--- src/rtl/ysyx_24100012_lsu.sv ---
// Load/store unit: one word-aligned req/resp bus transaction per access, with byte/half lane
// steering and load extension. Optional macro LSU_MISALIGN_TRAP_EN traps misaligned H/W accesses.
module ysyx_24100012_lsu #(
    parameter int DATA_WIDTH     = 32,
    parameter int TIMEOUT_CYCLES = 255
) (
    input  logic                  clk,
    input  logic                  rst,
    input  logic                  lsu_valid,
    input  logic                  mem_ren,
    input  logic                  mem_wen,
    input  logic [2:0]            func3,
    input  logic [DATA_WIDTH-1:0] addr,
    input  logic [DATA_WIDTH-1:0] wdata,
    output logic                  lsu_ready,
    output logic                  lsu_done,
    output logic [DATA_WIDTH-1:0] lsu_rdata,
    output logic                  lsu_err,
    output logic                  bus_req_valid,
    input  logic                  bus_req_ready,
    output logic                  bus_we,
    output logic [DATA_WIDTH-1:0] bus_addr,
    output logic [DATA_WIDTH-1:0] bus_wdata,
    output logic [3:0]            bus_wstrb,
    input  logic                  bus_resp_valid,
    input  logic [DATA_WIDTH-1:0] bus_rdata
);

    typedef enum logic [1:0] {
        S_IDLE,
        S_REQ,
        S_WAIT,
        S_DONE
    } state_t;

    localparam logic [7:0] TIMEOUT_LIM = 8'(TIMEOUT_CYCLES);
    localparam logic       TIMEOUT_EN  = (TIMEOUT_CYCLES != 0);

    state_t r_state;
    state_t w_state_nxt;

    logic                  r_we;
    logic [2:0]            r_func3;
    logic [1:0]            r_addr_lo;
    logic [7:0]            r_wait_cnt;
    logic                  r_lsu_ready;
    logic                  r_lsu_done;
    logic                  r_lsu_err;
    logic [DATA_WIDTH-1:0] r_lsu_rdata;
    logic                  r_bus_req_valid;
    logic                  r_bus_we;
    logic [DATA_WIDTH-1:0] r_bus_addr;
    logic [DATA_WIDTH-1:0] r_bus_wdata;
    logic [3:0]            r_bus_wstrb;

    logic                  w_accept;
    logic                  w_misalign;
    logic                  w_resp_take;
    logic                  w_timeout;
    logic [7:0]            w_cnt_inc;
    logic [3:0]            w_st_strb;
    logic [DATA_WIDTH-1:0] w_st_data;
    logic [1:0]            w_ld_lane;
    logic [DATA_WIDTH-1:0] w_ld_shift;
    logic [DATA_WIDTH-1:0] w_ld_data;

    assign w_accept    = lsu_valid & (mem_ren | mem_wen);
    assign w_resp_take = (r_state == S_WAIT) & bus_resp_valid;
    assign w_cnt_inc   = r_wait_cnt + 8'd1;
    assign w_timeout   = (r_state == S_WAIT) & ~bus_resp_valid & TIMEOUT_EN
                         & (w_cnt_inc == TIMEOUT_LIM);

`ifdef LSU_MISALIGN_TRAP_EN
    // func3[1:0] of 10/11 is a word access; 01 is a half.
    assign w_misalign = ((func3[1:0] == 2'b01) & addr[0])
                      | (func3[1] & (addr[1:0] != 2'b00));
`else
    assign w_misalign = 1'b0;
`endif

    // Store lane steering from the live request, latched at accept.
    always_comb begin
        w_st_strb = 4'b1111;
        w_st_data = wdata;
        case (func3[1:0])
            2'b00: begin
                w_st_strb = 4'b0001 << addr[1:0];
                w_st_data = {4{wdata[7:0]}};
            end
            2'b01: begin
                w_st_strb = 4'b0011 << {addr[1], 1'b0};
                w_st_data = {2{wdata[15:0]}};
            end
            default: begin
                w_st_strb = 4'b1111;
                w_st_data = wdata;
            end
        endcase
    end

    // Load lane select and extension from the latched access attributes.
    always_comb begin
        w_ld_lane = 2'b00;
        case (r_func3[1:0])
            2'b00:   w_ld_lane = r_addr_lo;
            2'b01:   w_ld_lane = {r_addr_lo[1], 1'b0};
            default: w_ld_lane = 2'b00;
        endcase
        w_ld_shift = bus_rdata >> {w_ld_lane, 3'b000};
        case (r_func3[1:0])
            2'b00:   w_ld_data = {{24{~r_func3[2] & w_ld_shift[7]}}, w_ld_shift[7:0]};
            2'b01:   w_ld_data = {{16{~r_func3[2] & w_ld_shift[15]}}, w_ld_shift[15:0]};
            default: w_ld_data = bus_rdata;
        endcase
    end

    // NOTE: next-state is defaulted before the case so no path leaves it unassigned (no latch).
    always_comb begin
        w_state_nxt = r_state;
        case (r_state)
            S_IDLE: begin
                if (w_accept) begin
                    w_state_nxt = w_misalign ? S_DONE : S_REQ;
                end
            end
            S_REQ: begin
                if (bus_req_ready) begin
                    w_state_nxt = S_WAIT;
                end
            end
            S_WAIT: begin
                if (w_resp_take || w_timeout) begin
                    w_state_nxt = S_DONE;
                end
            end
            S_DONE:  w_state_nxt = S_IDLE;
            default: w_state_nxt = S_IDLE;
        endcase
    end

    // NOTE: every flop uses <= so all of them sample pre-edge values regardless of block order.
    always_ff @(posedge clk) begin
        if (rst) begin
            r_state <= S_IDLE;
        end else begin
            r_state <= w_state_nxt;
        end
    end

    // Status outputs are registered copies of the next state, so they track the state exactly.
    always_ff @(posedge clk) begin
        if (rst) begin
            r_lsu_ready     <= 1'b1;
            r_lsu_done      <= 1'b0;
            r_bus_req_valid <= 1'b0;
            r_wait_cnt      <= 8'd0;
        end else begin
            r_lsu_ready     <= (w_state_nxt == S_IDLE);
            r_lsu_done      <= (w_state_nxt == S_DONE);
            r_bus_req_valid <= (w_state_nxt == S_REQ);
            r_wait_cnt      <= (r_state == S_WAIT) ? w_cnt_inc : 8'd0;
        end
    end

    always_ff @(posedge clk) begin
        if (rst) begin
            r_we        <= 1'b0;
            r_func3     <= 3'b000;
            r_addr_lo   <= 2'b00;
            r_bus_we    <= 1'b0;
            r_bus_addr  <= '0;
            r_bus_wdata <= '0;
            r_bus_wstrb <= 4'b0000;
        end else if ((r_state == S_IDLE) && w_accept) begin
            r_we      <= mem_wen;
            r_func3   <= func3;
            r_addr_lo <= addr[1:0];
            if (w_misalign) begin
                r_bus_wstrb <= 4'b0000;
            end else begin
                r_bus_we    <= mem_wen;
                r_bus_addr  <= {addr[DATA_WIDTH-1:2], 2'b00};
                r_bus_wdata <= w_st_data;
                r_bus_wstrb <= mem_wen ? w_st_strb : 4'b0000;
            end
        end
    end

    always_ff @(posedge clk) begin
        if (rst) begin
            r_lsu_err   <= 1'b0;
            r_lsu_rdata <= '0;
        end else if ((r_state == S_IDLE) && w_accept && w_misalign) begin
            r_lsu_err   <= 1'b1;
            r_lsu_rdata <= '0;
        end else if (w_resp_take) begin
            r_lsu_err   <= 1'b0;
            r_lsu_rdata <= r_we ? '0 : w_ld_data;
        end else if (w_timeout) begin
            r_lsu_err   <= 1'b1;
            r_lsu_rdata <= '0;
        end else if (r_state == S_DONE) begin
            r_lsu_err   <= 1'b0;
        end
    end

    assign lsu_ready     = r_lsu_ready;
    assign lsu_done      = r_lsu_done;
    assign lsu_err       = r_lsu_err;
    assign lsu_rdata     = r_lsu_rdata;
    assign bus_req_valid = r_bus_req_valid;
    assign bus_we        = r_bus_we;
    assign bus_addr      = r_bus_addr;
    assign bus_wdata     = r_bus_wdata;
    assign bus_wstrb     = r_bus_wstrb;

endmodule

--- config.mk ---
export PLATFORM = sky130hd
export DESIGN_NAME = ysyx_24100012_lsu
export DESIGN_NICKNAME = d
export VERILOG_FILES = /design/src/rtl/ysyx_24100012_lsu.sv
export SDC_FILE = /design/constraint.sdc
export NUM_CORES = 1
export LEC_CHECK = 0
export CORE_MARGIN = 1
export CORE_UTILIZATION = 43
export DETAILED_ROUTE_END_ITERATION = 6
export HOLD_SLACK_MARGIN = 0.12
export PLACE_DENSITY = 0.81
export SETUP_SLACK_MARGIN = 0.1
export SLEW_MARGIN = 20
export SYNTH_ARGS = -nofsm -noshare
export SYNTH_HDL_FRONTEND = slang
export SYNTH_SLANG_ARGS = --single-unit
export TNS_END_PERCENT = 10
--- constraint.sdc ---
create_clock -name clk -period 2.8 [get_ports clk]
set_clock_uncertainty 0.2 [all_clocks]
set_input_delay 0.56 -clock clk [delete_from_list [all_inputs] [get_ports clk]]
set_output_delay 0.56 -clock clk [all_outputs]
set_load 0.01 [all_outputs]
## Yosys cells after proc, flatten, opt, wreduce, memory -nomap -nowiden

Index checks and enable logic that the tools add are counted.

| storage, ports and cells | value |
|---|---|
| register bits | 118 |
| latch bits | 0 |
| RAM bits | 0 |
| ROM bits | 0 |
| output and inout bits | 105 |
| word-level logic and storage cells | 59 |
| memories kept | 0 |

| operators by class | value |
|---|---|
| $add $sub $neg | 1 |
| $mul | 0 |
| div/mod/pow operators | 0 |
| magnitude comparators | 0 |
| equal/unequal tests | 8 |
| shift operators | 3 |
| multiplexer cells | 14 |
| bitwise operators | 10 |
| reductions and logical operators | 10 |

Operators with widths:

| operator | count |
|---|---|
| 32-bit one-hot mux with 2 select lines | 2 |
| 32-bit 2-to-1 mux | 3 |
| 32-bit by 5-bit >> shifter with 16-bit output | 1 |
| 8-bit by 1-bit adder with 8-bit output (second input constant) | 1 |
| 2-bit by 1-bit == test with 1-bit output (second input constant) | 4 |
| 8-bit == test (second input constant) | 1 |
| 2-bit zero test | 4 |
| 2-bit one-hot mux with 4 select lines | 1 |
| 4-bit one-hot mux with 2 select lines | 1 |
| 1-bit bitwise AND | 6 |
| 2-bit == test (second input constant) | 3 |
| 2-bit 2-to-1 mux | 3 |
| 4-bit 2-to-1 mux | 1 |
| 2-bit one-hot mux with 2 select lines | 1 |
| 2-bit nonzero test | 2 |
| 2-bit OR reduction | 2 |
| 1-bit by 2-bit left shift with 4-bit output (first input constant) | 1 |
| 2-bit by 2-bit left shift with 4-bit output (first input constant) | 1 |
| 1-bit inverter | 3 |
| 1-bit 2-to-1 mux | 2 |
| 1-bit logical AND | 1 |
| 1-bit logical OR | 1 |
| 1-bit bitwise OR | 1 |

## Depth between registers and ports, before layout

Gate-level depths: netlist of the first run.

| depth | value |
|---|---|
| word-level depth | 7 |
| gate-level depth with buffers | 7 |
| depth with buffers taken out | 6 |

## Worst setup path after synthesis of the first run

No wires, ideal clock.

| timing | value |
|---|---|
| path type | input-to-reg |
| start | input port rst |
| end | register r_lsu_rdata[17] (netlist: lsu_rdata[17]) |
| setup time | 0.070 ns |
| arrival time | 1.931 ns |
| data required time | 2.530 ns |
| path slack | 0.598 ns |
| stages on the path | 5 |
| path through | clkbuf_1 nor4_1 o21ai_1 clkbuf_1 o2bb2ai_1 |

RTL lines:

| what | RTL line | source |
|---|---|---|
| start: declaration | 8 | `input logic rst,` |
| end signal: assignment | 198 | `r_lsu_rdata <= r_we ? '0 : w_ld_data;` |
| end: declaration | 49 | `logic [DATA_WIDTH-1:0] r_lsu_rdata;` |

## Worst setup path after layout of the first run

| timing | value |
|---|---|
| start | input port bus_resp_valid |
| end | register r_lsu_rdata[4] (netlist: lsu_rdata[4]) |

| on the way | value |
|---|---|
| word-level cells in the longest chain between the ends | 4 |

RTL lines:

| what | RTL line | source |
|---|---|---|
| start: declaration | 25 | `input logic bus_resp_valid,` |
| 1-bit inverter | 70 | `assign w_timeout = (r_state == S_WAIT) & ~bus_resp_valid & TIMEOUT_EN` |
| 1-bit bitwise AND | 70 |  |
| 1-bit bitwise AND | 71 | `& (w_cnt_inc == TIMEOUT_LIM);` |
| 2-bit nonzero test (no line) | - |  |

Parallel ways exist; a longest one is shown, timed or not.
A chain may end at the register's enable or synchronous reset.

==> run metrics, run 1 <==
run status=completed; commonest non-fill, non-tap cell in the layout=clkdlybuf4s50_1; number of flops mapped to enable cells by yosys=0; sequential area share after synthesis=between 40% and 50%; antenna diode count=0; Clock transition at path regs=0.06 ns; worst skew pair latency=0.40 ns; CP max FO=32; routability cong.=0.8777; CTS tree=done; # rows=38; cts-stage hold buffer count=0; Setup Viol. Count Final=0; Top Ports=211; Final Non-Filler Cells=around 940; Die X=between 100 and 150 um; Distinct cells, synth=between 40 and 50; crit-path cells=clkdlybuf4s50_1, nand4b_1, or4_1, o31a_1, buf_12, a22o_1; final number of max-transition violations=0; Total GRT Usage=27.16%; first-iteration detailed-routing DRC count=283; number of global-route vias before repair=5071; Max Freq=427.3 MHz; setup ws final=0.4598 ns; Avg WL per Cell=17.03 um; minimum clock period=2.340 ns; Critical Path RT=2.89 ns; Top FF cell, synth=dfxtp_1; CTS Root Cell=clkbuf_16; RSZ-0062 raised after global routing=false; DR vias/cell=roughly 5.4; PostCTS Resize Cnt=0; Hold WC Path Type=reg2reg; area grow syn2layout=58.83%; Fill cells=807; cell depth of the worst setup path=6; Sequential Area=2362 um^2; Syn Area/Cell=roughly 8.5 um^2; first-pass GRT wire length=24.66 mm; DIE AREA=between 10000 and 15000 um^2; # nets final=894; placed cells=907; CP delay by family, top=simple AND/OR/NAND/NOR gates; #FFs+latches synth=roughly 120; Setup crit start kind=input port; GRT Residual Overflow=0; final hold vios=0; Worst Reg-to-Reg Cells=5; DRT Wirelength=between 15 and 20 mm; Placed Area=7246 um^2; Num CTS Buffers=17; initial antenna violation count=0; WP data arrival=between 2 and 2.5 ns; crit path kind=in2reg; htree depth=4; Synth Warn #=0; share of layout cells above drive strength 1=9.262%; DP HPWL=11.22 mm; hold depth=2; Cell Area, Synth=between 4000 and 5000 um^2; Core ar.=11030 um^2; post-CTS setup repair buffer count=0; PortBufs=208; first drt pass iteration count=4; Leakage=between 0.002 and 0.003 uW; Initial Utilization=approximately 45%; Synth async-reset ratio=0%; final setup TNS=0 ns; slowest stage delay, CP=0.51 ns; area of the multi-input gates=2421 um^2; total number of vias=5033; Sinks on Clock Net=118; Final Cell Area=between 7000 and 8000 um^2; largest net degree at the start of global routing=79; Mapped Cells=roughly 580; pre-CTS WS=between 0.03 and 0.04 ns; CP Buf/Inv Count=2; Slew @ Worst Pin=0.8412 ns; slowest CP cell=or4_1; clock tree buffer depth=2; VDD IR max=between 0.4 and 0.5 mV; Final period util=between 80 and 90%; commonest cells after routing, fill and taps aside=clkdlybuf4s50_1 (207), nand2_1 (133), dfxtp_1 (118); die span in y=109.5 um; Slew headroom=43.92%; DRC Markers=0; power density cells=630.5 nW/um^2; CP Capture Type=flip-flop; Max Cap Violations=0; Post-DRT Antenna Nets=0
-- stage by stage --
step	hold WS [ns]	util (%)	power [uW]
6_report	0.2526	71.51	4973
3_3_place_gp	0.2392	65.69	2642
4_1_cts	0.2545	71.51	5006
5_1_grt	0.2673	71.51	5166
3_5_place_dp	0.2472	65.69	2665
2_1_floorplan	0.2411	-	2216
-- logic make-up (layout without fill, tap and decap cells) --
group,Yosys count,count (layout),share of synthesized area (%)
DFF,118,118,47.57
xor gates and xnor gates,6,6,1.058
adders and majority gates,2,2,0.5038
other,1,2,0.07551
muxes,37,37,9.171
and+or+nand+nor,209,209,17.26
buffers and inverters,50,266,4.132
AOI/OAI and AO/OA,159,159,20.23
-- worst paths after layout --
check                                     end           start  slack, ns
worst max-delay path             lsu_rdata[4]  bus_resp_valid       0.46
worst min register to register   bus_addr[30]    bus_addr[30]       0.25
worst max register to register  lsu_rdata[11]      r_func3[0]       0.47
worst min-delay path             bus_addr[30]    bus_addr[30]       0.25
-- cell usage after synthesis, drive strengths merged, types with 8 or more instances --
master     n  area, um^2
mux2       8       90.09
clkbuf    35       131.4
o2bb2ai   24       210.2
dfxtp    118        2362
mux2i     23       230.2
a21oi     65       325.3
o21ai     32       160.2
nand2b     8       50.05
nand2    133       499.2
nor2      51       191.4
a311oi     8       70.07
a211oi     9       67.56
a22o       8       70.07
buf        9       51.29
-- worst reg2reg max path: stages, from the launching register on --
cell	delay, ns
dfxtp_1	0.49
nor3b_2	0.62
mux2_2	0.42
mux2_2	0.27
a21oi_1	0.16
o2bb2ai_1	0.08
-- state kept, by name, indices dropped and copies added (netlist names) --
name / count
lsu_done: 1
lsu_err: 1
bus_req_valid: 1
r_func3: 3
r_state: 2
lsu_ready: 1
bus_wstrb: 4
bus_addr: 30
lsu_rdata: 32
bus_we: 1
r_wait_cnt: 8
bus_wdata: 32
r_addr_lo: 2
-- layer usage --
metal,up-vias,part of all wire (%),global-route usage [%],wire length (um)
met1,2311,37,29.13,5961
met4,0,2.7,12.38,428
li1,2426,-,-,-
met2,255,49,46.18,7786
met5,-,0,0,0
met3,41,11,11.74,1816
-- final cells by class --
cell class,instances,share of cell area (%)
Sequential cell,118,29.95
Multi-Input combinational cell,415,30.69
Clock buffer,20,5.917
Tap cell,140,2.221
Clock inverter,12,2.221
Inverter,6,0.2855
Timing Repair Buffer,228,28.71
-- power breakdown --
group          switching [uW]  total, uW  leakage (uW)  internal (uW)
logic                     376        808       0.00164            432
registers                59.7       1830      0.000962           1770
clock network             775       2330      0.000308           1560
Power figures use the tool's default switching activity.
==> run 2: changes to the inputs <==
Clock period 2.8 ns to 2.4 ns, I/O delays scaled along.
==> run 2 against run 1 <==
Against the previous run: register-to-register slack worse by 0.28 ns; wire length about the same; first-iteration DRC count shrank 0.35%; combinational power is 20% higher; critical endpoint is now lsu_rdata[6]; critical path depth unchanged; core utilization grew 1.0 points.
==> run metrics, run 2 (synthesized netlist as in run 1, its figures left out) <==
DRC Markers=0 (unchanged); Max Freq=around 450 MHz; antenna diode count=0 (unchanged); worst skew pair latency=0.41 ns (about the same); commonest cells after routing, fill and taps aside=clkdlybuf4s50_1 (207), nand2_1 (133), dfxtp_1 (116); number of global-route vias before repair=5094 (+0.45%); initial antenna violation count=0 (unchanged); run status=completed; Num CTS Buffers=17 (unchanged); switching power=1384 uW (+14%); Sequential Area=2365 um^2 (+0.11%); Final period util=91.94%; Post-DRT Antenna Nets=0 (unchanged); M1 GR Usage=30.25% (+1.1 points); Setup crit start kind=flip-flop; Sinks on Clock Net=118 (unchanged); Initial Utilization=45.02% (unchanged); Placed Area=7321 um^2 (+1.0%); Slew @ Worst Pin=0.7561 ns (-0.08514 ns); post-CTS setup repair buffer count=0 (unchanged); sequential fraction of design power=35.6% (-1.3 points); crit path kind=reg2reg; Avg WL per Cell=16.97 um (-0.39%); DP HPWL=11.30 mm (+0.69%); RR Startpoint=r_wait_cnt[0]; clock tree buffer depth=2 (unchanged); total number of vias=5053 (+0.40%); Fill cells=811 (+0.50%); R2R setup slack=0.19 ns (-0.28 ns); Setup Viol. Count Final=0 (unchanged); Hold WC Path Type=in2reg; Logic pwr share=16.1% (about the same); Core ar.=11030 um^2 (unchanged); # rows=38 (unchanged); area grow syn2layout=61.07%; CP max FO=32 (unchanged); final setup TNS=0 ns (unchanged); minimum clock period=2.206 ns; CTS Root Cell=clkbuf_16; WP data arrival=2.30 ns (-0.13 ns); Top Ports=211 (unchanged); CP Capture Type=flip-flop; crit path from=r_wait_cnt[0]; Total GRT Usage=27.26% (+0.092 points); share of layout cells above drive strength 1=9.714% (+0.45 points); Clock transition at path regs=0.05 ns (about the same); DIE AREA=11980 um^2 (unchanged); Worst Hold Launch=rst; PortBufs=208 (unchanged); Critical Path RT=2.49 ns (-0.40 ns); DR vias/cell=5.358 (about the same); Slew headroom=49.60% (+5.7 points); htree depth=4 (unchanged); DRT Wirelength=16.00 mm (about the same); GRT Residual Overflow=0 (unchanged); final hold vios=0 (unchanged); VDD IR max=0.5706 mV (+27%); Sw Share=23.07% (-1.3 points); setup ws final=0.1935 ns (-0.2662 ns); commonest non-fill, non-tap cell in the layout=clkdlybuf4s50_1; final number of max-transition violations=0 (unchanged); pre-CTS WS=-0.2698 ns (-0.3076 ns); Int Pwr=4613 uW (+23%); Clk pwr share=48.3% (+1.4 points); power density cells=749.7 nW/um^2 (+19%); routability cong.=0.8555 (-2.5%); Leakage=0.002971 uW (+2.1%); first-pass GRT wire length=24.83 mm (+0.67%); first drt pass iteration count=4 (unchanged); first-iteration detailed-routing DRC count=282 (-0.35%); area of the multi-input gates=2425 um^2 (+0.16%); die span in y=109.5 um (unchanged); Die X=109.5 um (unchanged); Final Cell Area=7999 um^2 (+1.4%); busiest grt layer=met2; CTS tree=done; RSZ-0062 raised after global routing=false; met3 Resource Use GR=11.44% (-0.30 points); # nets final=899 (+0.56%); GRT met2 Usage=46.00% (-0.18 points); largest net degree at the start of global routing=72 (-8.9%); Total Power=5996 uW (+21%); Max Cap Violations=0 (unchanged)
==> run 2: cell types whose count changed in the layout (fill, tap and decap cells not counted), sizes merged <==
cell / delta
bufinv: +2
clkinv: -3
clkbuf: +3
clkinvlp: -3
buf: +5
==> run 2: timing repair <==
action,CTS,global route
hold endpoints to repair,0,0
hold buffers,0,0
resized for setup,0,3
setup endpoints to repair,0,12
==> run 2: path summary, 6_finish.rpt <==
| kind | to | depth (start not counted) |
|---|---|---|
| max | lsu_rdata[6] | 6 |
| min | bus_we | 2 |
| max reg2reg | lsu_rdata[6] | 6 |
| min reg2reg | r_wait_cnt[0] | 1 |
==> run 2: area by class of cell <==
class / instances / share of cell area, %
tap: 140 / 2.190
multi-input combinational: 415 / 30.31
timing repair buffer: 233 / 29.25
clock buffer: 23 / 5.975
inverter: 6 / 0.2816
sequential: 118 / 29.56
clock inverter: 8 / 2.425
==> run 2: stage by stage <==
step	std cells	utilization, %	hold slack, ns
after floorplan	583	-	0.2411
after global placement	912	66.37	0.2409
after detailed placement	912	66.37	0.2456
after CTS	943	72.46	0.1711
after global routing	943	72.52	0.1933
final	943	72.52	0.1817
==> run 2: worst max-delay path, cell delays in order, from the launching register on <==
cell	delay (ns)
dfxtp_2	0.34
ha_1	0.24
xnor2_1	0.17
or4_4	0.43
o31a_1	0.29
buf_12	0.18
a22o_1	0.24
==> run 2: per-layer routing <==
| layer | wire length [um] | vias to the layer above |
|---|---|---|
| li1 | - | 2437 |
| met3 | 1744 | 33 |
| met2 | 7717 | 219 |
| met5 | 0 | - |
| met1 | 6158 | 2364 |
| met4 | 378 | 0 |
==> run 2: power groups by stage <==
stage	logic [uW]	clock network, uW	registers (uW)
2_1_floorplan	374	0	2210
3_3_place_gp	934	0	2170
3_5_place_dp	955	0	2170
4_1_cts	964	2920	2130
5_1_grt	1040	3010	2140
6_report	966	2900	2130
==> run 3: changes to the inputs <==
Settings changed: ABC_CLOCK_PERIOD_IN_PS set to 2100.
Clock period 2.4 ns to 2.1 ns, I/O delays scaled along.
==> run 3 against run 2 <==
Against the previous run: the run now ends with negative setup slack left; hold slack improved by 0.073 ns; register-to-register slack worse by 0.28 ns; largest cell class unchanged; wire length grew 1.1%; first-iteration DRC count increased by 30%; clock power hardly changed; global-route usage grew 0.40 points; critical path depth unchanged; non-clock buffer count grew 9.
==> run metrics, run 3 (synthesized netlist as in run 1, its figures left out) <==
placed cells=921 (+0.99%); antenna diode count=0 (unchanged); Sinks on Clock Net=118 (unchanged); area of the multi-input gates=2466 um^2 (+1.7%); RSZ-0062 raised after global routing=true; commonest cells after routing, fill and taps aside=clkdlybuf4s50_1 (203), nand2_1 (133), dfxtp_1 (115); Core ar.=11030 um^2 (unchanged); die span in y=109.5 um (unchanged); initial antenna violation count=0 (unchanged); clock tree buffer depth=2 (unchanged); final hold vios=0 (unchanged); first-iteration detailed-routing DRC count=367 (+30%); Num CTS Buffers=17 (unchanged); power density cells=801.2 nW/um^2 (+6.9%); routability cong.=0.8669 (+1.3%); CP max FO=32 (unchanged); VDD IR max=0.5077 mV (-11%); Top Ports=211 (unchanged); Hold WC Path Type=reg2reg; Setup Viol. Count Final=8 (+8); CP delay by family, top=simple AND/OR/NAND/NOR gates; # nets final=908 (+1.0%); WP data arrival=2.29 ns (about the same); first drt pass iteration count=6 (+2); final number of max-transition violations=0 (unchanged); commonest non-fill, non-tap cell in the layout=clkdlybuf4s50_1; Logic pwr share=17.2% (+1.1 points); Clock transition at path regs=0.06 ns (about the same); Total GRT Usage=27.66% (+0.40 points); DIE AREA=11980 um^2 (unchanged); Setup crit start kind=input port; setup ws final=-0.08344 ns (-0.2770 ns); crit-path cells=clkdlybuf4s50_1, nand4b_1, or4_4, o31a_1, buf_12, a22o_1; htree depth=4 (unchanged); Max Freq=458.0 MHz; first-pass GRT wire length=25.34 mm (+2.1%); Sequential Area=2369 um^2 (+0.16%); share of layout cells above drive strength 1=12.05% (+2.3 points); Critical Path RT=2.20 ns (-0.29 ns); Avg WL per Cell=16.96 um (about the same); DP HPWL=11.78 mm (+4.2%); Sw Share=25.28% (+2.2 points); number of global-route vias before repair=5190 (+1.9%); CP Capture Type=flip-flop; Leakage=0.003037 uW (+2.2%); post-CTS setup repair buffer count=0 (unchanged); largest net degree at the start of global routing=46 (-36%); switching power=1631 uW (+18%); # rows=38 (unchanged); DRT Wirelength=16.17 mm (+1.1%); Clk pwr share=45.0% (-3.3 points); CP Buf/Inv Count=2 (+1); CTS tree=done; minimum clock period=around 2.2 ns; Final Non-Filler Cells=953 (+1.1%); DR vias/cell=5.354 (about the same); sequential fraction of design power=37.8% (+2.2 points); GRT Residual Overflow=0 (unchanged); crit path kind=in2reg; CTS Root Cell=clkbuf_16; Fill cells=806 (-0.62%); DRC Markers=0 (unchanged); slowest CP cell=or4_4; cts-stage hold buffer count=0 (unchanged); Die X=109.5 um (unchanged); Initial Utilization=45.02% (unchanged); run status=finished with violations; slowest stage delay, CP=0.53 ns (+0.10 ns); Total Power=6452 uW (+7.6%); worst skew pair latency=0.41 ns (about the same); area grow syn2layout=62.16%; PortBufs=208 (unchanged); Final period util=104.0%; Max Cap Violations=0 (unchanged); Post-DRT Antenna Nets=0 (unchanged); total number of vias=5102 (+0.97%); failing checks=negative setup slack; Int Pwr=4821 uW (+4.5%)
[run 3: final timing paths]
kind / startpoint / endpoint / slack, ns / cells after the start
max reg2reg: r_wait_cnt[0] / lsu_rdata[0] / -0.08 / 7
max: bus_resp_valid / lsu_rdata[0] / -0.08 / 6
min: bus_addr[6] / bus_addr[6] / 0.25 / 2
min reg2reg: bus_addr[6] / bus_addr[6] / 0.25 / 2
[run 3: power groups by stage]
stage          registers, uW  logic [uW]  clock network [uW]
3_5_place_dp            2480        1100                   0
4_1_cts                 2440        1110                2950
6_report                2440        1110                2900
5_1_grt                 2450        1200                3050
3_3_place_gp            2480        1070                   0
2_1_floorplan           2530         429                   0
[run 3: routing by layer]
metal | track usage, % | wire, um
met1 | 31.49 | 6449
met2 | 46.05 | 7659
met3 | 11.91 | 1766
met4 | 10.00 | 292
met5 | 0 | 0
[run 3: area by class of cell]
| type | count | share of cell area (%) |
|---|---|---|
| clock buffers | 19 | 5.376 |
| clock inverters | 13 | 1.958 |
| inverters | 6 | 0.2797 |
| multi-input cells | 415 | 30.62 |
| flip-flops and latches | 118 | 29.41 |
| well taps | 140 | 2.175 |
| repair buffers | 242 | 30.17 |
[run 3: through the flow]
| step | setup TNS (ns) | util, % | hold WS (ns) | worst slack, ns | instance area [um^2] |
|---|---|---|---|---|---|
| 5_1_grt | -1.253 | 73.00 | 0.2686 | -0.1192 | 8053 |
| 2_1_floorplan | 0 | - | 0.2324 | 0.08117 | 4996 |
| 3_5_place_dp | -17.96 | 67.26 | 0.2443 | -0.5077 | 7420 |
| 3_3_place_gp | -13.46 | 67.26 | 0.2410 | -0.4500 | 7420 |
| 6_report | -0.5285 | 73.00 | 0.2542 | -0.08344 | 8053 |
| 4_1_cts | -0.4640 | 72.88 | 0.2546 | -0.07758 | 8039 |
[run 3: timing repair]
item,in CTS,in global routing
pin swaps,2,3
gates resized for setup,6,5
endpoints found under the setup margin,38,39
[run 3: worst min-delay path: stages, from the launching register on]
cell and delay (ns):
dfxtp_1 0.30, nand2_1 0.05, a21oi_1 0.05
